**src/rtl/psum_pkg.sv**
```systemverilog
// Shared types and helpers for the partial-sum accumulator.
// State encoding, saturation bounds and saturating add.
package psum_pkg;

  localparam int N_ELEM = 4;
  localparam int PART_W = 16;
  localparam int ELEM_W = 20;
  localparam int PASS_W = 8;

  typedef enum logic [1:0] {
    IDLE,
    ACCUM,
    OUT
  } state_t;

  localparam logic signed [ELEM_W-1:0] MAX_ACC =
    {1'b0, {(ELEM_W-1){1'b1}}};
  localparam logic signed [ELEM_W-1:0] MIN_ACC =
    {1'b1, {(ELEM_W-1){1'b0}}};

  typedef struct packed {
    logic signed [ELEM_W-1:0] val;
    logic                     clamp;
  } sat_t;

  // One guard bit is enough: the top two bits of the
  // wide sum disagree exactly when the result overflows.
  function automatic sat_t sat_add(
    input logic signed [ELEM_W-1:0] a,
    input logic signed [PART_W-1:0] p
  );
    logic signed [ELEM_W:0] wide;
    sat_t r;
    wide = {a[ELEM_W-1], a}
         + {{(ELEM_W+1-PART_W){p[PART_W-1]}}, p};
    r.clamp = wide[ELEM_W] ^ wide[ELEM_W-1];
    if (!r.clamp)
      r.val = wide[ELEM_W-1:0];
    else if (wide[ELEM_W])
      r.val = MIN_ACC;
    else
      r.val = MAX_ACC;
    return r;
  endfunction

endpackage

```
**src/rtl/psum_accumulator_sat_add.sv**
```systemverilog
// Per-element sign-extend, add, clamp and clamp flag.
// Ports: acc_i, psum_i in; sum_o, clamp_o out.
module psum_sat_add
  import psum_pkg::*;
#(
  parameter int PW = PART_W,
  parameter int EW = ELEM_W
) (
  input  logic [EW-1:0] acc_i,
  input  logic [PW-1:0] psum_i,
  output logic [EW-1:0] sum_o,
  output logic          clamp_o
);

  generate
    if (EW == ELEM_W && PW == PART_W) begin : g_pkg
      sat_t w_r;
      assign w_r     = sat_add(acc_i, psum_i);
      assign sum_o   = w_r.val;
      assign clamp_o = w_r.clamp;
    end else begin : g_gen
      logic [EW:0] w_wide;
      assign w_wide = {acc_i[EW-1], acc_i}
                    + {{(EW+1-PW){psum_i[PW-1]}}, psum_i};
      assign clamp_o = w_wide[EW] ^ w_wide[EW-1];
      assign sum_o =
        !clamp_o   ? w_wide[EW-1:0] :
        w_wide[EW] ? {1'b1, {(EW-1){1'b0}}} :
                     {1'b0, {(EW-1){1'b1}}};
    end
  endgenerate

endmodule

```
**src/rtl/psum_accumulator.sv**
```systemverilog
// Bias-preloaded saturating accumulator of crossbar
// partial sums with a one-entry backpressured output.
// Ports: clk, nrst (active-high async), start_i,
// num_passes_i, bias_i, psum_i/valid/ready,
// wx_o/valid/ready, busy_o, overflow_o.
module psum_accumulator
  import psum_pkg::*;
#(
  parameter int numElements  = N_ELEM,
  parameter int partialWidth = PART_W,
  parameter int elementWidth = ELEM_W,
  parameter int passBits     = PASS_W
) (
  input  logic                   clk,
  input  logic                   nrst,
  input  logic                   start_i,
  input  logic [passBits-1:0]    num_passes_i,
  input  logic [numElements*elementWidth-1:0] bias_i,
  input  logic [numElements*partialWidth-1:0] psum_i,
  input  logic                   psum_valid_i,
  output logic                   psum_ready_o,
  output logic [numElements*elementWidth-1:0] wx_o,
  output logic                   wx_valid_o,
  input  logic                   wx_ready_i,
  output logic                   busy_o,
  output logic                   overflow_o
);

  localparam int AW = numElements * elementWidth;

  state_t              r_state;
  logic [AW-1:0]       r_acc;
  logic [passBits-1:0] r_cnt;
  logic [passBits-1:0] r_num;
  logic                r_ovf;

  logic [AW-1:0]          w_sum;
  logic [numElements-1:0] w_clamp;
  logic                   w_start;
  logic                   w_last;

  genvar g;
  generate
    for (g = 0; g < numElements; g++) begin : g_el
      psum_sat_add #(
        .PW(partialWidth),
        .EW(elementWidth)
      ) u_add (
        .acc_i  (r_acc[g*elementWidth +: elementWidth]),
        .psum_i (psum_i[g*partialWidth +: partialWidth]),
        .sum_o  (w_sum[g*elementWidth +: elementWidth]),
        .clamp_o(w_clamp[g])
      );
    end
  endgenerate

  // A start is taken from IDLE, or from OUT in the same
  // cycle the result leaves, so groups can chain.
  assign w_start = start_i &
    ((r_state == IDLE) ||
     (r_state == OUT && wx_ready_i));

  assign w_last = (r_cnt == r_num - passBits'(1));

  always_ff @(posedge clk or posedge nrst) begin
    if (nrst) begin
      r_state <= IDLE;
      r_acc   <= '0;
      r_cnt   <= '0;
      r_num   <= '0;
      r_ovf   <= 1'b0;
    end else if (w_start) begin
      r_num   <= num_passes_i;
      r_acc   <= bias_i;
      r_cnt   <= '0;
      r_ovf   <= 1'b0;
      r_state <= (num_passes_i == '0) ? OUT : ACCUM;
    end else begin
      unique case (r_state)
        ACCUM: begin
          if (psum_valid_i) begin
            r_acc <= w_sum;
            r_cnt <= r_cnt + passBits'(1);
            if (|w_clamp)
              r_ovf <= 1'b1;
            if (w_last)
              r_state <= OUT;
          end
        end
        OUT: begin
          if (wx_ready_i)
            r_state <= IDLE;
        end
        default: r_state <= IDLE;
      endcase
    end
  end

  assign psum_ready_o = (r_state == ACCUM);
  assign wx_valid_o   = (r_state == OUT);
  assign busy_o       = (r_state != IDLE);
  assign wx_o         = r_acc;
  assign overflow_o   = r_ovf;

endmodule

```
**config.mk**
```make
export PLATFORM = sky130hd
export DESIGN_NAME = psum_accumulator
export DESIGN_NICKNAME = d
export VERILOG_FILES = /design/src/rtl/psum_pkg.sv /design/src/rtl/psum_accumulator_sat_add.sv /design/src/rtl/psum_accumulator.sv
export SDC_FILE = /design/constraint.sdc
export NUM_CORES = 1
export LEC_CHECK = 0
export CORE_AREA = 2 2 136 138
export CTS_BUF_LIST = sky130_fd_sc_hd__clkbuf_8
export CTS_CLUSTER_SIZE = 8
export DETAILED_ROUTE_END_ITERATION = 10
export DIE_AREA = 0 0 138 140
export PLACE_DENSITY = 0.89
export SLEW_MARGIN = 20
export SYNTH_ARGS = -nofsm -noshare
export SYNTH_HDL_FRONTEND = slang
export SYNTH_SLANG_ARGS = --single-unit
```
**constraint.sdc**
```tcl
create_clock -name clk -period 4.3 [get_ports clk]
set_clock_uncertainty 0.1 [all_clocks]
set_input_delay 0.645 -clock clk [delete_from_list [all_inputs] [get_ports clk]]
set_output_delay 0.645 -clock clk [all_outputs]
set_load 0.005 [all_outputs]
```
* Yosys cells after proc, flatten, opt, wreduce, memory -nomap -nowiden
Index checks and enable logic that the tools add are counted.
** Storage, ports and cells
- Input bits :: 157
- Register bits :: 99
- Output and inout port bits :: 84
** Cells by class
- Reductions and logical operators :: 12
- $add $sub $neg :: 6
- Equal/unequal tests :: 6
- Mux-type cells :: 24
- Bitwise gates (word level) :: 5
** Operators with widths (count)
- 80-bit two-way mux :: 3
- 20-bit two-way mux :: 8
- 20-bit by 16-bit adder with 21-bit output :: 4
- 8-bit two-way mux :: 3
- 2-bit two-way mux :: 5
- 8-bit by 1-bit adder with 8-bit output (second input constant) :: 1
- 8-bit equality test :: 1
- 8-bit logical NOT :: 1
- 2-bit nonzero test :: 4
- 8-bit by 1-bit subtractor with 8-bit output (second input constant) :: 1
- 3-bit by 1-bit inequality test with 1-bit output (second input constant) :: 2
- 3-bit AND reduction :: 2
- 1-bit two-way mux :: 4
- 2-bit case mux with 2 select lines :: 1
- 4-bit OR reduction :: 1
- 1-bit bitwise XOR :: 4
- 3-bit by 2-bit inequality test with 1-bit output (second input constant) :: 1
- 2-bit by 1-bit equality test with 1-bit output (second input constant) :: 1
- 2-bit equality test (second input constant) :: 1
- 2-bit logical NOT :: 1
- 2-bit AND reduction :: 1
- 1-bit bitwise AND :: 1
- 1-bit logical AND :: 1
- 1-bit logical OR :: 1

* Logic depth before layout (Yosys ltp)
Gate-level depths: netlist of the first run.
- Depth in word-level cells :: 7
- Mapped depth :: 15
- Gate-level depth less buffers :: 15

* Cells and area by module
Synthesis of the first run repeated with hierarchy kept, for this count alone.
** Second synthesis, totals
- Cells, all modules :: 1143
- Area, all modules :: 10193.5 um^2
** By module, submodules not included
- psum_accumulator :: cells each 471, instances 1, sequential area each 2477.4 um^2, area each 4872.2 um^2
- psum_sat_add (g_el[1].u_add ...) :: cells each 166, instances 3, sequential area each 0.0 um^2, area each 1362.6 um^2
- psum_sat_add (g_el[0].u_add) :: cells each 174, instances 1, sequential area each 0.0 um^2, area each 1233.7 um^2

* Worst setup path after synthesis of the first run
Ideal clock, no wire load.
- Kind :: input port to flip-flop
- Start :: in psum_i[6]
- End :: reg r_acc[17] (netlist: wx_o[17])
- Path buffers :: 1
- Slack :: 68 ps
- Data required time :: 4118 ps
- Setup time :: 82 ps
- Data arrival time :: 4049 ps
- Stages on the path :: 14
- Path through :: ha_1 a2111oi_0 o21ai_1 a2111oi_2 nor3_1 nor3_2 o31ai_1 and2_1 a311o_1 ha_1 o211a_1 clkbuf_1 nor2_1 o22ai_1
** Between the ends
- Cells in the longest elaborated chain, start to end :: 6
- Elaborated cells between the ends (all ways) :: 7
** Ends and longest elaborated chain
- from (decl) :: line psum_accumulator.sv:19 : input logic [numElements*partialWidth-1:0] psum_i,
- 20-bit by 16-bit adder with 21-bit output * :: line psum_pkg.sv:35 : + {{(ELEM_W+1-PART_W){p[PART_W-1]}}, p};
- 20-bit two-way mux / 1-bit bitwise XOR (equally long branches) :: line psum_pkg.sv:39, psum_pkg.sv:36
- 20-bit two-way mux * :: line psum_pkg.sv:37 : if (!r.clamp)
- 80-bit two-way mux * :: line psum_accumulator.sv:81 : if (psum_valid_i) begin
- 80-bit two-way mux * :: line psum_accumulator.sv:79 : unique case (r_state)
- 80-bit two-way mux * :: line psum_accumulator.sv:72 : end else if (w_start) begin
- to (signal assigned) :: line psum_accumulator.sv:74 : r_acc <= bias_i;
- to (signal assigned) :: line psum_accumulator.sv:82 : r_acc <= w_sum;
- to (decl) :: line psum_accumulator.sv:32 : logic [AW-1:0] r_acc;
Every way passes the cells marked *; elsewhere a longest branch is shown, timed or not. The select of a mux whose other input is x is not followed.
A chain may end at the register's enable or synchronous reset.

* Final worst setup path of the first run
- Start :: in psum_i[6]
- End :: reg r_acc[9] (netlist: wx_o[9])
Same word-level chain as after synthesis.

==> run metrics, run 1 <==
layout cells sized above 1=0.09859; initial antenna violation count=1; FILL cells=1379; number of synthesized register bits=99; via count=9722; worst-path fanout max=15; Layout Nets=1593; root buf cell=clkbuf_8; final slew viol count=0; Die Wd=138 µm; Port Buffers=240; Max Fclk=241.3 MHz; critical path's top delay family=compound AO/OA/AOI/OAI gates; syn avg cell area=8.341 µm²; final worst-path cycle share=0.9638; clock sink total=99; sequential area share after synthesis=0.2779; post-route ant nets=0; Num CTS Buffers=9; CTS tree=done; Synth async-reset ratio=1.000; ant diodes=0; non-filler cells, final=1578; wire length per cell=18.48 µm; Final Hold Fails=0; PD cells=835.6 nW/µm²; Worst slew margin=0.4234; number of global-route vias before repair=9715; synth warn=0; Max VDD drop=0.5542 mV; maxcap violations=0; die footprint=19320 µm²; commonest non-fill, non-tap cell in the layout=clkdlybuf4s50_1; critical path startpoint category=primary input; dpl ws=-0.5492 ns; core area=17780 µm²; total iterations of the first detailed-routing run=5; PnR worst setup slack=0.1558 ns; CP max stage cell=clkdlybuf4s50_1; Primary FF master, synth=dfrtp_1; status=completed; cells after synthesis=1069; Max H-tree Level=3; number of synthesized flops with an enable pin=0; WL final=29160 µm; FP Rows=49; hold_ws=0.3949 ns; pin count of the biggest net entering global routing=85; placed insts=1562; Initial DRC Count=663; Crit. End Element=register; die height=140 µm; arrival time worst endpoint=4.30 ns; post-synth cell types=76; Ports=241; Critical Path RT=4.46 ns; worst min path class=register to register; static leakage=0.005203 µW; first-pass GRT wire length=47190 µm; Starting Density=0.5015; Buf/Inv on CP=4; Clock transition at path regs=0.10 ns; Setup violations, final=0; critical path cell sequence=clkdlybuf4s50_1 > ha_1 > buf_4 > a21oi_2 > a21boi_0 > buf_4 > a2111oi_4 > nor3_2 > nor3_2 > o31ai_4 > and2_1 > a311o_1 > ha_4 > o211a_1 > buf_12 > a211oi_1 > o21ai_0; slowest stage delay, CP=0.40 ns; CP Class=primary input to register; DP Wirelength=21790 µm; most frequent cells in the layout=240 x clkdlybuf4s50_1, 123 x nand2_1, 109 x o21ai_0, 99 x dfrtp_1, 87 x ha_1; Worst R2R Setup Slack=0.41 ns; Syn Nets=1318; clock buffer depth=2; Critical Path Stages=17; Worst Max-Slew Pin Slew=0.8649 ns; minimum clock period=4.144 ns; RePlAce Congestion=0.9740; Synth Cell Area=8916 µm²; GRT Residual Overflow=0; Clk Latency, worst-skew pair=0.39 ns; hold path depth=2; Layout area overhead=38.45%; Util after Layout=0.6943; GRT Total Usage=0.2938; # DRC=0; Final TNS setup=0 ns; Via density=6.161; Reg2Reg Depth=16
==> registers in the layout (all words and copies together), names as in the netlist <==
| name | cells |
|---|---|
| r_num | 8 |
| r_state | 2 |
| wx_o | 80 |
| overflow_o | 1 |
| r_cnt | 8 |
==> kinds of logic after synthesis <==
group / count (synthesis) / share of synthesized area
and+or+nand+nor: 303 / 0.1556
AOI/OAI and AO/OA: 420 / 0.3240
adders and majority gates: 92 / 0.1325
buffers and inverters: 80 / 0.03634
xor gates and xnor gates: 75 / 0.07367
DFF: 99 / 0.2779
==> worst reg2reg max path, delay by kind of cell (launching register included) <==
kind | cells | cell delay [ns]
compound gates | 8 | 1.61
fa+ha+maj | 2 | 0.60
buf+inv | 3 | 0.49
flops | 1 | 0.43
simple gates | 3 | 0.55
==> cells in the mapped netlist, types with 11 or more instances <==
cell type	number	area [µm²]
a211oi_1	33	247.7
a21o_1	25	187.7
a21oi_1	76	380.4
a31oi_1	15	93.84
clkbuf_1	43	161.4
dfrtp_1	99	2477
ha_1	88	1101
inv_1	27	101.4
nand2_1	124	465.5
nand3_1	20	100.1
nor2_1	66	247.7
nor3_1	20	100.1
o211ai_1	11	82.58
o21ai_0	112	560.5
o21bai_1	13	97.59
o22ai_1	23	143.9
o31ai_1	12	90.09
xnor2_1	48	420.4
xor2_1	27	236.5
==> report_power, final <==
group / switching, µW / internal, µW
clock network: 378 / 272
registers: 455 / 1380
logic: 4020 / 3820
==> what timing repair did <==
item	4_1_cts	5_1_grt
pin swaps	2	1
hold buffers	0	0
setup buffers	0	0
endpoints found under the setup margin	14	26
gates resized for setup	4	13
==> path summary, 6_finish.rpt <==
| check | startpoint | endpoint |
|---|---|---|
| worst min-delay path | overflow_o$_DFFE_PP0P_ | overflow_o$_DFFE_PP0P_ |
| min in group asynchronous | nrst | r_num[6]$_DFFE_PP0P_ |
| worst min register to register | overflow_o$_DFFE_PP0P_ | overflow_o$_DFFE_PP0P_ |
| worst max register to register | wx_o[6]$_DFFE_PP0P_ | wx_o[9]$_DFFE_PP0P_ |
| max in group asynchronous | nrst | wx_o[28]$_DFFE_PP0P_ |
| worst max-delay path | psum_i[6] | wx_o[9]$_DFFE_PP0P_ |
==> metrics by stage <==
stage          power, µW  area (µm²)
2_1_floorplan       6302        8916
4_1_cts            10100       12270
6_report           10310       12340
5_1_grt            11090       12340
3_5_place_dp        9384       12060
3_3_place_gp        9128       12060
==> cell type report <==
type	instances	area [µm²]	area share
clock inverter	7	77.57	0.006284
clock buffer	9	123.9	0.01003
multi-input combinational	890	6211	0.5031
sequential	99	2477	0.2007
inverter	28	107.6	0.008717
tap	229	286.5	0.02321
timing repair buffer	316	3060	0.2479
==> routing by layer <==
metal | routed length [µm] | vias up | global-route usage
met5 | 0 | - | 0
met2 | 13700 | 446 | 0.4898
li1 | - | 4563 | -
met1 | 12270 | 4624 | 0.3742
met3 | 2028 | 89 | 0.04410
met4 | 1165 | 0 | 0.1455
Power figures use the tool's default switching activity.
==> inputs of run 2 (changes only) <==
--- a/config.mk
+++ b/config.mk
@@ -10,8 +10,8 @@
 export CTS_CLUSTER_SIZE = 8
 export DETAILED_ROUTE_END_ITERATION = 10
 export DIE_AREA = 0 0 138 140
+export GPL_TIMING_DRIVEN = 0
 export PLACE_DENSITY = 0.89
-export SLEW_MARGIN = 20
 export SYNTH_ARGS = -nofsm -noshare
 export SYNTH_HDL_FRONTEND = slang
 export SYNTH_SLANG_ARGS = --single-unit
==> run 2 against run 1 <==
  * Sequential share of layout area grew 0.27 points
  * Critical endpoint is now wx_o[13]$_DFFE_PP0P_
  * Largest cell class unchanged
  * Final area shrank 1.3%
  * Flip-flop and latch count stayed put
  * Power is 1.5% lower
  * Count of clock-buffer cells in the layout unchanged
  * Combinational power shrank 2%
==> run metrics, run 2 (synthesis results as in run 1) <==
minimum clock period=4.257 ns (+0.1125 ns); critical path cell sequence=clkdlybuf4s50_1 > ha_4 > a2111oi_4 > o21ai_2 > a2111oi_4 > nor3_2 > nor3_2 > o31ai_4 > and2_4 > a311o_1 > ha_4 > clkinvlp_4 > clkbuf_8 > a211oi_1 > o21ai_0; DP Wirelength=23890 µm (+9.7%); Clk Latency, worst-skew pair=0.41 ns (+0.02 ns); Num CTS Buffers=9 (unchanged); max FFs per register=80 (unchanged); CP Class=primary input to register; layout cells sized above 1=0.07468 (-0.02391); number of global-route vias before repair=9551 (-1.7%); Port Buffers=240 (unchanged); slowest stage delay, CP=0.52 ns (+0.12 ns); GRT Residual Overflow=0 (unchanged); clock sink total=99 (unchanged); Worst slew margin=0.2985 (-0.1248); critical path startpoint category=primary input; RePlAce Congestion=0.9736 (about the same); worst min path class=register to register; post-route ant nets=0 (unchanged); clock buffer depth=2 (unchanged); ant diodes=0 (unchanged); Die Wd=138 µm (unchanged); static leakage=0.005008 µW (-3.7%); Ports=241 (unchanged); Starting Density=0.5015 (unchanged); GRT Total Usage=0.3163 (+0.02245); Max Fclk=234.9 MHz (-2.6%); via count=9974 (+2.6%); WL final=32020 µm (+9.8%); die height=140 µm (unchanged); Worst R2R Setup Slack=0.32 ns (-0.09 ns); Setup violations, final=0 (unchanged); FP Rows=49 (unchanged); Crit. End Element=register; Max VDD drop=0.4189 mV (-24%); Final TNS setup=0 ns (unchanged); CP max stage cell=clkdlybuf4s50_1; CTS tree=done; Final Hold Fails=0 (unchanged); Worst Max-Slew Pin Slew=1.050 ns (+0.1850 ns); Clock transition at path regs=0.12 ns (+0.02 ns); Layout Nets=1583 (-0.63%); total iterations of the first detailed-routing run=5 (unchanged); dpl ws=-1.150 ns (-0.6008 ns); Layout area overhead=36.64%; worst-path fanout max=10 (-5); final worst-path cycle share=0.9899 (+0.02616); pin count of the biggest net entering global routing=58 (-32%); # DRC=0 (unchanged); first-pass GRT wire length=49150 µm (+4.2%); root buf cell=clkbuf_8; maxcap violations=0 (unchanged); Initial DRC Count=715 (+7.8%); status=completed; Via density=6.361 (+3.2%); core area=17780 µm² (unchanged); die footprint=19320 µm² (unchanged); PD cells=834.1 nW/µm² (-0.18%); wire length per cell=20.42 µm (+11%); commonest non-fill, non-tap cell in the layout=clkdlybuf4s50_1; arrival time worst endpoint=4.44 ns (+0.14 ns); PnR worst setup slack=0.04332 ns (-0.1125 ns); most frequent cells in the layout=239 x clkdlybuf4s50_1, 124 x nand2_1, 107 x o21ai_0, 99 x dfrtp_1, 83 x ha_1; initial antenna violation count=1 (unchanged); final slew viol count=0 (unchanged); Critical Path RT=4.48 ns (+0.02 ns); Max H-tree Level=3 (unchanged)
-- run 2: layout make-up --
class	instances	area, µm²
multi-input combinational	890	6332
tap	229	286.5
inverter	28	112.6
clock buffer	9	123.9
clock inverter	7	70.07
timing repair buffer	254	2530
buffer	52	250.2
sequential	99	2477
fill	1412	5597
-- run 2: final timing paths --
| kind | from | end | cells past startpoint |
|---|---|---|---|
| max | psum_i[6] | wx_o[13]$_DFFE_PP0P_ | 15 |
| min | overflow_o$_DFFE_PP0P_ | overflow_o$_DFFE_PP0P_ | 2 |
| max reg2reg | wx_o[1]$_DFFE_PP0P_ | wx_o[13]$_DFFE_PP0P_ | 14 |
| min reg2reg | overflow_o$_DFFE_PP0P_ | overflow_o$_DFFE_PP0P_ | 2 |
| max in group asynchronous | nrst | wx_o[67]$_DFFE_PP0P_ | 3 |
| min in group asynchronous | nrst | wx_o[40]$_DFFE_PP0P_ | 2 |
-- run 2: power breakdown --
group	leakage (µW)	total, µW	internal, µW	switching, µW
logic	0.00374	7680	3500	4180
clock network	0.0000955	638	227	411
registers	0.00118	1840	1370	469
total	0.00501	10200	5110	5060
-- run 2: critical path: cells and delay by family --
family | cells | cell delay (ns)
simple gates | 3 | 0.60
compound gates | 7 | 1.79
fa+ha+maj | 2 | 0.58
buf+inv | 3 | 0.83
-- run 2: per-layer routing --
layer	share of wire	track usage	vias up
li1	-	-	4551
met5	0	0	-
met1	0.39	0.3940	4675
met2	0.46	0.5117	614
met4	0.054	0.1778	0
met3	0.098	0.06838	134
-- run 2: repair_timing --
action / in CTS / in global routing
pin swaps: 3 / 15
gates resized for setup: 25 / 40
setup buffers: 3 / 10
endpoints found under the setup margin: 48 / 55
hold buffers: 0 / 0
-- run 2: through the flow --
stage	hold WS, ns	std cells	power [µW]	util	area [µm²]
final	0.4062	1568	10160	0.6852	12180
after global routing	0.4693	1568	10860	0.6852	12180
after CTS	0.4082	1558	9528	0.6723	11950
after floorplan	0.3652	1069	6302	-	8916
after detailed placement	0.3810	1539	8639	0.6544	11630
after global placement	0.3712	1538	8444	0.6527	11600
